<file path="config.mk">
export PLATFORM = sky130hd
export DESIGN_NAME = cpu_clk_en_gen_flat
export DESIGN_NICKNAME = d
export VERILOG_FILES = /design/src/rtl/cpu_clk_pkg.sv /design/src/rtl/cpu_clk_en_gen_if.sv /design/src/rtl/cpu_clk_en_gen_btn_debounce.sv /design/src/rtl/cpu_clk_en_gen.sv /design/src/flat_wrapper.sv
export SDC_FILE = /design/constraint.sdc
export NUM_CORES = 1
export LEC_CHECK = 0
export BUFFER_PORTS_ARGS = -buffer_cell sky130_fd_sc_hd__buf_2
export CAP_MARGIN = 20
export CORE_ASPECT_RATIO = 0.6
export CORE_MARGIN = 2
export CORE_UTILIZATION = 40
export DETAILED_ROUTE_END_ITERATION = 10
export GPL_TIMING_DRIVEN = 0
export PLACE_DENSITY_LB_ADDON = 0.12
export SYNTH_ARGS = -nofsm -noshare
export SYNTH_HDL_FRONTEND = slang
export SYNTH_SLANG_ARGS = --single-unit
</file>
<file path="constraint.sdc">
create_clock -name clk -period 5.2 [get_ports clk]
set_clock_uncertainty 0.05 [all_clocks]
set_input_delay 1.04 -clock clk [delete_from_list [all_inputs] [get_ports clk]]
set_output_delay 1.04 -clock clk [all_outputs]
set_load 0.01 [all_outputs]
</file>
<file path="src/rtl/cpu_clk_pkg.sv">
// Shared definitions for the CPU clock-enable generator: debounce state
// encoding, default divider rates and the compare-mask helper.
package cpu_clk_pkg;

  localparam int unsigned FAST_LOG2_DEF = 2;
  localparam int unsigned SLOW_LOG2_DEF = 25;

  typedef enum logic [1:0] {
    REL        = 2'd0,
    PRESS_WAIT = 2'd1,
    PRS        = 2'd2,
    REL_WAIT   = 2'd3
  } db_state_e;

  // Mask of the low k bits of the 32-bit divider; k >= 32 compares every bit.
  function automatic logic [31:0] ce_mask(input int unsigned k);
    if (k >= 32) return '1;
    return (32'd1 << k) - 32'd1;
  endfunction

endpackage

</file>
<file path="src/rtl/cpu_clk_en_gen_if.sv">
// Switch, button and enable/debug signals of the CPU clock-enable generator.
// The master side drives the board inputs; the slave side is the generator.
interface cpu_clk_en_gen_if;
  logic        sw2;
  logic        step_mode;
  logic        step_btn;
  logic        cpu_ce;
  logic [31:0] ce_count;
  logic        btn_db;

  modport master (
    output sw2, step_mode, step_btn,
    input  cpu_ce, ce_count, btn_db
  );

  modport slave (
    input  sw2, step_mode, step_btn,
    output cpu_ce, ce_count, btn_db
  );
endinterface

</file>
<file path="src/rtl/cpu_clk_en_gen_btn_debounce.sv">
// Two-flop synchronizer plus four-state debounce FSM for the step button.
// Produces the debounced level and a one-cycle pulse on each accepted press.
module btn_debounce
  import cpu_clk_pkg::*;
#(
  parameter int unsigned DB_CYCLES = 1000000,
  parameter int unsigned DB_W      = 20
) (
  input  logic clk,
  input  logic rst,
  input  logic btn,
  output logic btn_db,
  output logic press
);

  localparam logic [DB_W-1:0] LAST = DB_W'(DB_CYCLES - 1);

  logic [1:0]      sync;
  logic            btn_s;
  db_state_e       state;
  logic [DB_W-1:0] cnt;
  logic [DB_W-1:0] cnt_nxt;

  assign btn_s   = sync[1];
  assign cnt_nxt = cnt + DB_W'(1);

  always_ff @(posedge clk) begin
    if (rst) begin
      sync   <= '0;
      state  <= REL;
      cnt    <= '0;
      btn_db <= 1'b0;
      press  <= 1'b0;
    end else begin
      // NOTE: non-blocking throughout, so every branch below sees pre-edge values.
      sync  <= {sync[0], btn};
      press <= 1'b0;
      unique case (state)
        REL: begin
          if (btn_s) begin
            state <= PRESS_WAIT;
            cnt   <= '0;
          end
        end
        PRESS_WAIT: begin
          if (!btn_s) begin
            state <= REL;
          end else begin
            cnt <= cnt_nxt;
            if (cnt_nxt >= LAST) begin
              state  <= PRS;
              btn_db <= 1'b1;
              press  <= 1'b1;
            end
          end
        end
        PRS: begin
          if (!btn_s) begin
            state <= REL_WAIT;
            cnt   <= '0;
          end
        end
        REL_WAIT: begin
          // A bounce back to 1 returns to PRS without a new press pulse.
          if (btn_s) begin
            state <= PRS;
          end else begin
            cnt <= cnt_nxt;
            if (cnt_nxt >= LAST) begin
              state  <= REL;
              btn_db <= 1'b0;
            end
          end
        end
        default: state <= REL;
      endcase
    end
  end

endmodule

</file>
<file path="src/rtl/cpu_clk_en_gen.sv">
// CPU clock-enable generator: single-cycle cpu_ce pulses in the clk domain,
// either free-running at a switch-selected rate or one per debounced press.
module cpu_clk_en_gen
  import cpu_clk_pkg::*;
#(
  parameter int unsigned FAST_LOG2 = FAST_LOG2_DEF,
  parameter int unsigned SLOW_LOG2 = SLOW_LOG2_DEF,
  parameter int unsigned DB_CYCLES = 1000000,
  parameter int unsigned DB_W      = 20
) (
  input  logic             clk,
  input  logic             rst,
  cpu_clk_en_gen_if.slave  bus
);

  localparam logic [31:0] FAST_MASK = ce_mask(FAST_LOG2);
  localparam logic [31:0] SLOW_MASK = ce_mask(SLOW_LOG2);

  logic [1:0]  sw2_sync;
  logic [1:0]  mode_sync;
  logic        sw2_s;
  logic        step_mode_s;
  logic [31:0] div_cnt;
  logic [31:0] mask;
  logic        run_hit;
  logic        press;
  logic        btn_db;
  logic        ce_next;
  logic        cpu_ce_q;
  logic [31:0] ce_count_q;

  assign sw2_s       = sw2_sync[1];
  assign step_mode_s = mode_sync[1];

  btn_debounce #(
    .DB_CYCLES (DB_CYCLES),
    .DB_W      (DB_W)
  ) u_btn_debounce (
    .clk    (clk),
    .rst    (rst),
    .btn    (bus.step_btn),
    .btn_db (btn_db),
    .press  (press)
  );

  // The mode sampled this cycle picks the single source, so a step press and
  // a run compare landing together never yield two pulses.
  always_comb begin
    // NOTE: every always_comb output gets a default first so no path infers a latch.
    mask    = FAST_MASK;
    run_hit = 1'b0;
    ce_next = 1'b0;
    if (sw2_s) mask = SLOW_MASK;
    run_hit = ((div_cnt & mask) == mask);
    ce_next = step_mode_s ? press : run_hit;
  end

  always_ff @(posedge clk) begin
    if (rst) begin
      sw2_sync   <= '0;
      mode_sync  <= '0;
      div_cnt    <= '0;
      cpu_ce_q   <= 1'b0;
      ce_count_q <= '0;
    end else begin
      sw2_sync  <= {sw2_sync[0], bus.sw2};
      mode_sync <= {mode_sync[0], bus.step_mode};
      div_cnt   <= div_cnt + 32'd1;
      cpu_ce_q  <= ce_next;
      if (ce_next) ce_count_q <= ce_count_q + 32'd1;
    end
  end

  assign bus.cpu_ce   = cpu_ce_q;
  assign bus.ce_count = ce_count_q;
  assign bus.btn_db   = btn_db;

endmodule

</file>
<file path="src/flat_wrapper.sv">
// flat-port wrapper written by rule: the top's interface ports become plain ports
module cpu_clk_en_gen_flat import cpu_clk_pkg::*;
#(
  parameter int unsigned FAST_LOG2 = FAST_LOG2_DEF,
  parameter int unsigned SLOW_LOG2 = SLOW_LOG2_DEF,
  parameter int unsigned DB_CYCLES = 1000000,
  parameter int unsigned DB_W      = 20
)
  (clk, rst, bus_sw2, bus_step_mode, bus_step_btn, bus_cpu_ce, bus_ce_count, bus_btn_db);
  cpu_clk_en_gen_if bus_i ();
  input  logic clk;
  input  logic rst;
  input wire logic [$bits(bus_i.sw2)-1:0] bus_sw2;
  input wire logic [$bits(bus_i.step_mode)-1:0] bus_step_mode;
  input wire logic [$bits(bus_i.step_btn)-1:0] bus_step_btn;
  output wire logic [$bits(bus_i.cpu_ce)-1:0] bus_cpu_ce;
  output wire logic [$bits(bus_i.ce_count)-1:0] bus_ce_count;
  output wire logic [$bits(bus_i.btn_db)-1:0] bus_btn_db;
  assign bus_i.sw2 = bus_sw2;
  assign bus_i.step_mode = bus_step_mode;
  assign bus_i.step_btn = bus_step_btn;
  assign bus_cpu_ce = bus_i.cpu_ce;
  assign bus_ce_count = bus_i.ce_count;
  assign bus_btn_db = bus_i.btn_db;
  cpu_clk_en_gen #(.FAST_LOG2(FAST_LOG2), .SLOW_LOG2(SLOW_LOG2), .DB_CYCLES(DB_CYCLES), .DB_W(DB_W)) u_core (.clk(clk), .rst(rst), .bus(bus_i));
endmodule
</file>
; ---- After elaboration in Yosys (flattened, before gate mapping)
; Index checks and enable logic that the tools add are counted.
[word_totals]
out_inout_bits = 34
word_cells = 55
input_bits = 5
reg_bits = 95
[op_classes]
mux = 20
magnitude_cmp = 1
n_eq_ne = 12
n_addsub = 3
bitwise = 3
reduce_logical = 6
[ops]
columns = cell, n
row1 = $mux W20, 4
row2 = $pmux W20 S4, 1
row3 = $add A32 B1 Y32 const B, 2
row4 = $and A32 B25 Y32, 1
row5 = $eq A32 B25 Y1, 1
row6 = $mux W25, 1
row7 = $add A20 B1 Y20 const B, 1
row8 = $ge A20 B20 Y1 const B, 1
row9 = $mux W2, 6
row10 = $ne A2 B2 Y1 const B, 6
row11 = $pmux W2 S4, 1
row12 = $reduce_and A4 Y1, 2
row13 = $mux W1, 6
row14 = $ne A3 B3 Y1 const B, 2
row15 = $reduce_and A5 Y1, 1
row16 = $eq A2 B2 Y1 const B, 2
row17 = $reduce_or A3 Y1, 1
row18 = $eq A2 B1 Y1 const B, 1
row19 = $logic_not A2 Y1, 1
row20 = $not A1 Y1, 2
row21 = $pmux W1 S2, 1
row22 = $reduce_bool A2 Y1, 1

; ---- Longest topological paths before layout
; Gate-level depths: netlist (run 1).
[logic_depth]
depth_word = 5
ltp_mapped = 9
mapped_depth_nobuf = 9

; ---- Modules after synthesis
; Synthesis (run 1) repeated with hierarchy kept, for this count alone.
[hier_totals]
hier_cells = 541
area_unflattened_um2 = 4575.6
[by_module_without_submodules]
columns = mod, seq_area_each_um2, area_each_um2, cells_each, instances
row1 = cpu_clk_en_gen, 1241.2, 2886.5, 337, 1
row2 = btn_debounce, 520.5, 1689.1, 204, 1

; ---- Worst setup path after synthesis (run 1)
; No wires, ideal clock.
[synth_timing]
path_kind = reg2reg
from = reg u_core.u_btn_debounce.cnt[0]
to = reg u_core.u_btn_debounce.btn_db
stages_incl_launch_ff = 9
arrival_ns = 2.347
slack_ns = 2.669
synth_period_minus_slack_ns = 2.531
setup_time_ns = 0.134
t_required_ns = 5.016
n_path_buf = 0
path_cell_list = dfxtp_1 -> ha_1 -> nand3_2 -> or4_4 -> a211oi_2 -> o41ai_1 -> or4_4 -> nand3_1 -> a31oi_1
[synth_between]
elab_chain_cells = 4
word_cells_on_any_way = 5
classes_between = add/sub (1) / order compare (1) / eq/ne (2) / reduce/logical (1)
[synth_rtl]
columns = element, line
row1 = start: declaration, cpu_clk_en_gen_btn_debounce.sv:21  ; logic [DB_W-1:0] cnt;
row2 = start signal: assignment, cpu_clk_en_gen_btn_debounce.sv:49  ; cnt <= cnt_nxt;
row3 = start signal: assignment, cpu_clk_en_gen_btn_debounce.sv:68  ; cnt <= cnt_nxt;
row4 = $add A20 B1 Y20 *, cpu_clk_en_gen_btn_debounce.sv:25  ; assign cnt_nxt = cnt + DB_W'(1);
row5 = $ge A20 B20 Y1 *, "cpu_clk_en_gen_btn_debounce.sv:50, cpu_clk_en_gen_btn_debounce.sv:69"
row6 = $ne A2 B2 Y1 (no line), --
row7 = $reduce_and A5 Y1 (no line) *, --
row8 = end signal: assignment, cpu_clk_en_gen_btn_debounce.sv:32  ; btn_db <= 1'b0;
row9 = end signal: assignment, cpu_clk_en_gen_btn_debounce.sv:52  ; btn_db <= 1'b1;
row10 = end signal: assignment, cpu_clk_en_gen_btn_debounce.sv:71  ; btn_db <= 1'b0;
row11 = end: declaration, cpu_clk_en_gen_btn_debounce.sv:12  ; output logic btn_db,
; Mark *: on every way between the ends. The rest lies on a longest branch, timed or not.
; A chain may end at the register's enable or synchronous reset.

; ---- Worst setup path in the final report (run 1)
; Same ends and word-level chain as after synthesis.

==> flow_metrics.tcl, run 1 <==
set metrics [dict create \
    outcome "finished clean" \
    cts_sinks 88 \
    leakage_nw 1.816 \
    area_delta_synth_final_pct 15.68 \
    multiInputGateArea_um2 2336 \
    htree_levels 3 \
    root_buffer "clkbuf_16" \
    ys_seq_area_share_pct 41.34 \
    die_h_um 83.95 \
    die_width_um 137.3 \
    power.density_nw_per_um2 281.8 \
    drt_iter0_drc 198 \
    syn-cell-area_um2 4262 \
    critical_path_class "register to register" \
    synth_edf_count 0 \
    syn_nets 527 \
    drtPass1Iterations 5 \
    grt_pass1_wl_um 16700 \
    grt_remaining_overflow 0 \
    synth-seq-cells 88 \
    drive_gt1_share_pct 12.96 \
    grt_pass1_vias 3276 \
    fin_crit_ps 3012 \
    mostFrequentLayoutCells "dfxtp_1, nor2_1, buf_2" \
    grt_max_degree 15 \
    setup_tns_ps 0 \
    pwr-share-clk_pct 48.2 \
    fin_util_pct 47.01 \
    clk_pin_slew_worst_paths_ps 60 \
    place_congestion 0.8336 \
    cap_violations 0 \
    pwr-share-seq_pct 49.2 \
    slew_violations 0 \
    start_util_pct 40.64 \
    cp.buffers_inverters 0 \
    cts_tree "done" \
    drc 0 \
    max_freq_mhz 332.0 \
    grtUsageTotal_pct 18.52 \
    n_antenna_cell 0 \
    synthFlopType "dfxtp_1" \
    regArea_um2 1762 \
    synthArstFlopShare_pct 0 \
    hold_viol_final 0 \
    vias 3715 \
    yosys_warnings 0 \
    worst_pin_slew_ps 887.1 \
    crit_family "simple AND/OR/NAND/NOR gates" \
    slowest_stage "nor4_1" \
    combPwrFrac_pct 2.5 \
    design_area_um2 4930 \
    die-area_um2 11520 \
    cts.repair.resized 0 \
    intPower_mw 1.089 \
    period_share_pct 57.93 \
    syn_avg_cell_area_um2 8.227 \
    critPathArrivalTime_ps 3220 \
    syn_inst 518 \
    clockBufferDepth 2 \
    portBuffers 37 \
    num_rows 29 \
    synthDistinctLibCells 56 \
    hold_class "register to register" \
    rsz0062_at_grt "no" \
    crit_chain "ha_1 -> nand3_2 -> or4_4 -> a211oi_2 -> o41ai_1 -> nor4_1 -> o21ai_1 -> a31oi_1" \
    final_common_cell "dfxtp_1" \
    drt-total-wl_um 10140 \
    required_ps 5410 \
    numCtsBuffers 9 \
    cts_setup_buffers 0 \
    nNetsFinal 575 \
    fillCellCount 1006 \
    setup_viol 0 \
    ir_drop_uv 167.8 \
    ant_nets 0 \
    power.share.switching_pct 21.60 \
    antenna_found_initial 0 \
    ios 39 \
    startpoint_type "register" \
    worst_path_largest_cell_delay_ps 580 \
    vias_per_cell 5.232 \
    routedWlPerCell_um 14.28 \
    maxSlewHeadroom_pct 40.31 \
    placed_area_um2 4621 \
    core_um2 10490 \
    dp_hpwl_um 7172 \
    hold_buffers 0 \
    insertion_delay_ps 340 \
    p_switching_mw 0.3001 \
    crit_fanout 8 \
    cp-end-kind "register" \
]
[power by group through the flow]
stage / combinational, mW / clock [mW] / sequential [mW]
final: 0.0351 / 0.670 / 0.684
after detailed placement: 0.0354 / 0 / 0.699
after floorplan: 0.0220 / 0 / 0.699
after global placement: 0.0352 / 0 / 0.699
after global routing: 0.0394 / 0.716 / 0.685
after CTS: 0.0357 / 0.689 / 0.684
[cells in the mapped netlist, types with 5 or more instances]
| library cell | instances | area share, % |
|---|---|---|
| a21o_1 | 5 | 0.88 |
| clkbuf_1 | 17 | 1.5 |
| a22oi_1 | 14 | 2.5 |
| dfxtp_1 | 88 | 41 |
| nor3_1 | 18 | 2.1 |
| a21oi_1 | 16 | 1.9 |
| nand2_1 | 38 | 3.3 |
| or3_1 | 9 | 1.3 |
| o21ai_0 | 17 | 2.0 |
| nor4_1 | 9 | 1.3 |
| xor2_1 | 32 | 6.6 |
| nand4_1 | 16 | 2.3 |
| nand3_1 | 31 | 3.6 |
| nor2b_1 | 10 | 1.5 |
| xnor2_1 | 21 | 4.3 |
| and4_1 | 6 | 1.2 |
| inv_1 | 15 | 1.3 |
| nor2_1 | 82 | 7.2 |
| and3_1 | 12 | 1.8 |
[area by class of cell]
cell class                 count  area share, %
timing repair buffer          37          3.756
sequential                    88          35.74
tap                          139          3.528
clock inverter                 4          1.066
inverter                      15          1.142
multi-input combinational    390          47.39
buffer                        25          2.183
clock buffer                  12          5.203
[registers in the layout (all words and copies together) (netlist names), named ones only]
signal,flops
u_core.div_cnt,25
u_core.u_btn_debounce.cnt,20
u_core.bus.ce_count,32
u_core.mode_sync,2
u_core.u_btn_debounce.sync,2
u_core.u_btn_debounce.press,1
u_core.bus.cpu_ce,1
u_core.u_btn_debounce.btn_db,1
u_core.u_btn_debounce.state,1
u_core.sw2_sync,2
[routing by layer]
metal  track usage, %  share of wire [%]  up-vias
li1                 -                  -     1914
met1            29.08                 56     1710
met2            23.47                 38       84
met3            6.436                5.7        7
met4            4.217               0.79        0
met5                0                  0        -
[per-stage QoR]
step	worst slack [ps]	power [mW]	std cells	hold WS, ps
6_report	2188	1.389	710	393.4
5_1_grt	2013	1.440	710	413.4
4_1_cts	2188	1.409	710	400.1
3_5_place_dp	2211	0.7349	694	381.6
3_3_place_gp	2285	0.7345	694	383.2
2_1_floorplan	2669	0.7207	518	363.8
[worst paths after layout]
path	start	endpoint	slack (ps)	cells after the start
max	u_core.u_btn_debounce.cnt[0]	u_core.u_btn_debounce.btn_db	2190	8
min	u_core.mode_sync[0]	u_core.mode_sync[1]	390	1
max reg2reg	u_core.u_btn_debounce.cnt[0]	u_core.u_btn_debounce.btn_db	2190	8
min reg2reg	u_core.mode_sync[0]	u_core.mode_sync[1]	390	1
[kinds of logic (layout without fill, tap and decap cells)]
group | after synthesis | after routing | share of synthesized area [%]
DFF | 88 | 88 | 41.34
AOI/OAI and AO/OA | 78 | 78 | 12.16
buffers and inverters | 40 | 93 | 3.846
adders and majority gates | 4 | 4 | 1.174
xor gates and xnor gates | 53 | 53 | 10.89
and+or+nand+nor | 253 | 253 | 30.07
muxes | 2 | 2 | 0.5284
Power figures use the tool's default switching activity.
==> run 2, diff against run 1 <==
- clock period: 5.2 -> 2.6 ns (I/O delays scaled with it)
==> run 2 against run 1 <==
Compared with the run above:
- sequential share of layout area decreased by 1.1 points
- cell count is 1.1% higher
- first-iteration DRC count did not move
- largest power group unchanged
- count of clock-buffer cells in the layout unchanged
- via count increased by 1.2%
- highest routed layer unchanged
==> flow_metrics.tcl, run 2 (synthesized netlist as in run 1, its figures left out) <==
set metrics [dict create \
    insertion_delay_ps 340 \
    use_met1_pct 29.50 \
    core_um2 10490 \
    drt_iter0_drc 198 \
    outcome "finished clean" \
    slew_violations 0 \
    worst_path_largest_cell_delay_ps 590 \
    htree_levels 3 \
    period_share_pct 98.58 \
    largest_register_ffs 32 \
    hold_class "input port to register" \
    mostFrequentLayoutCells "dfxtp_1, nor2_1, buf_2" \
    busiest_layer "met1" \
    design_area_um2 5106 \
    ios 39 \
    grtUsageTotal_pct 18.73 \
    cts_tree "done" \
    grt_pass1_wl_um 16900 \
    start_util_pct 40.64 \
    rsz0062_at_grt "yes" \
    required_ps 2750 \
    cp_common_cell "or4_4" \
    ant_nets 0 \
    die-area_um2 11520 \
    use_met3_pct 6.193 \
    place_inst 694 \
    drt-total-wl_um 10360 \
    placed_area_um2 4621 \
    root_buffer "clkbuf_16" \
    place_congestion 0.8336 \
    portBuffers 37 \
    vias_per_cell 5.235 \
    crit_family "simple AND/OR/NAND/NOR gates" \
    leakage_nw 1.868 \
    antenna_found_initial 0 \
    max_freq_mhz 390.2 \
    cp-end-kind "register" \
    cts_sinks 88 \
    die_h_um 83.95 \
    crit_fanout 5 \
    die_width_um 137.3 \
    drc 0 \
    critPathArrivalTime_ps 2710 \
    power.density_nw_per_um2 544.5 \
    n_antenna_cell 0 \
    slowest_stage "or4_4" \
    nNetsFinal 583 \
    hold_buffers 0 \
    fin_util_pct 48.69 \
    clockBufferDepth 2 \
    startpoint_type "register" \
    worst_pin_slew_ps 612.2 \
    clk_pin_slew_worst_paths_ps 60 \
    grt_pass1_vias 3323 \
    fillCellCount 1006 \
    cap_violations 0 \
    grt_remaining_overflow 0 \
    drtPass1Iterations 5 \
    globalRouteMet2Util_pct 23.65 \
    setup_tns_ps 0 \
    final_common_cell "dfxtp_1" \
    final-instance-count-excl-fill 718 \
    area_delta_synth_final_pct 19.82 \
    drive_gt1_share_pct 17.27 \
    dp_hpwl_um 7172 \
    crit_chain "ha_4 -> nand3_4 -> or4_4 -> a211oi_4 -> a211oi_2 -> or4_4 -> nand3_2 -> a31oi_1" \
    num_rows 29 \
    cp.buffers_inverters 0 \
    routedWlPerCell_um 14.43 \
    numCtsBuffers 9 \
    grt_max_degree 15 \
    whs_ps 341.3 \
    critical_path_class "register to register" \
    vias 3759 \
    hold_viol_final 0 \
    fin_crit_ps 2563 \
    ir_drop_uv 336.4 \
    maxSlewHeadroom_pct 59.18 \
    setup_viol 0 \
]
run 2: worst reg2reg max path: cells and delay by family, from the launching register on:
family | cells | cell delay (ps)
AOI/OAI and AO/OA | 3 | 530
adders and majority gates | 1 | 150
DFF | 1 | 380
and+or+nand+nor | 4 | 1310
run 2: layer usage:
layer | part of all wire, % | up-vias
li1 | - | 1926
met1 | 55 | 1734
met2 | 38 | 90
met3 | 6.1 | 9
met4 | 0.95 | 0
met5 | 0 | -
run 2: final timing paths:
kind                            cells past startpoint                             to                    startpoint  slack, ps
worst max-delay path                                8   u_core.u_btn_debounce.btn_db  u_core.u_btn_debounce.cnt[1]         40
worst min-delay path                                2  u_core.u_btn_debounce.sync[0]                  bus_step_btn        340
worst max register to register                      8   u_core.u_btn_debounce.btn_db  u_core.u_btn_debounce.cnt[1]         40
worst min register to register                      1            u_core.mode_sync[1]           u_core.mode_sync[0]        390
run 2: power by group:
part	internal [mW]	switching, mW	total (mW)
clock	0.800	0.543	1.34
combinational	0.0197	0.0516	0.0713
sequential	1.36	0.00927	1.37
total	2.18	0.604	2.78
run 2: timing repair:
action | 4_1_cts | 5_1_grt
buffers inserted | 2 | 6
setup endpoints to repair | 8 | 31
gates resized for setup | 12 | 14
hold endpoints to repair | 0 | 0
pin swaps | 2 | 10
run 2: metrics by stage:
stage,worst slack [ps],total power [mW]
after floorplan,69.15,1.441
after global placement,-314.5,1.469
after detailed placement,-389.3,1.470
after CTS,7.755,2.816
after global routing,-40.91,2.879
final,36.95,2.780
run 2: cell type report:
class,instances,area [µm²],share of cell area (%)
Multi-Input combinational cell,390,2444,47.86
Sequential cell,88,1770,34.67
Clock buffer,12,256.5,5.023
Timing Repair Buffer,45,245.2,4.803
Tap cell,139,173.9,3.406
Buffer,25,107.6,2.107
Inverter,15,56.30,1.103
Clock inverter,4,52.55,1.029
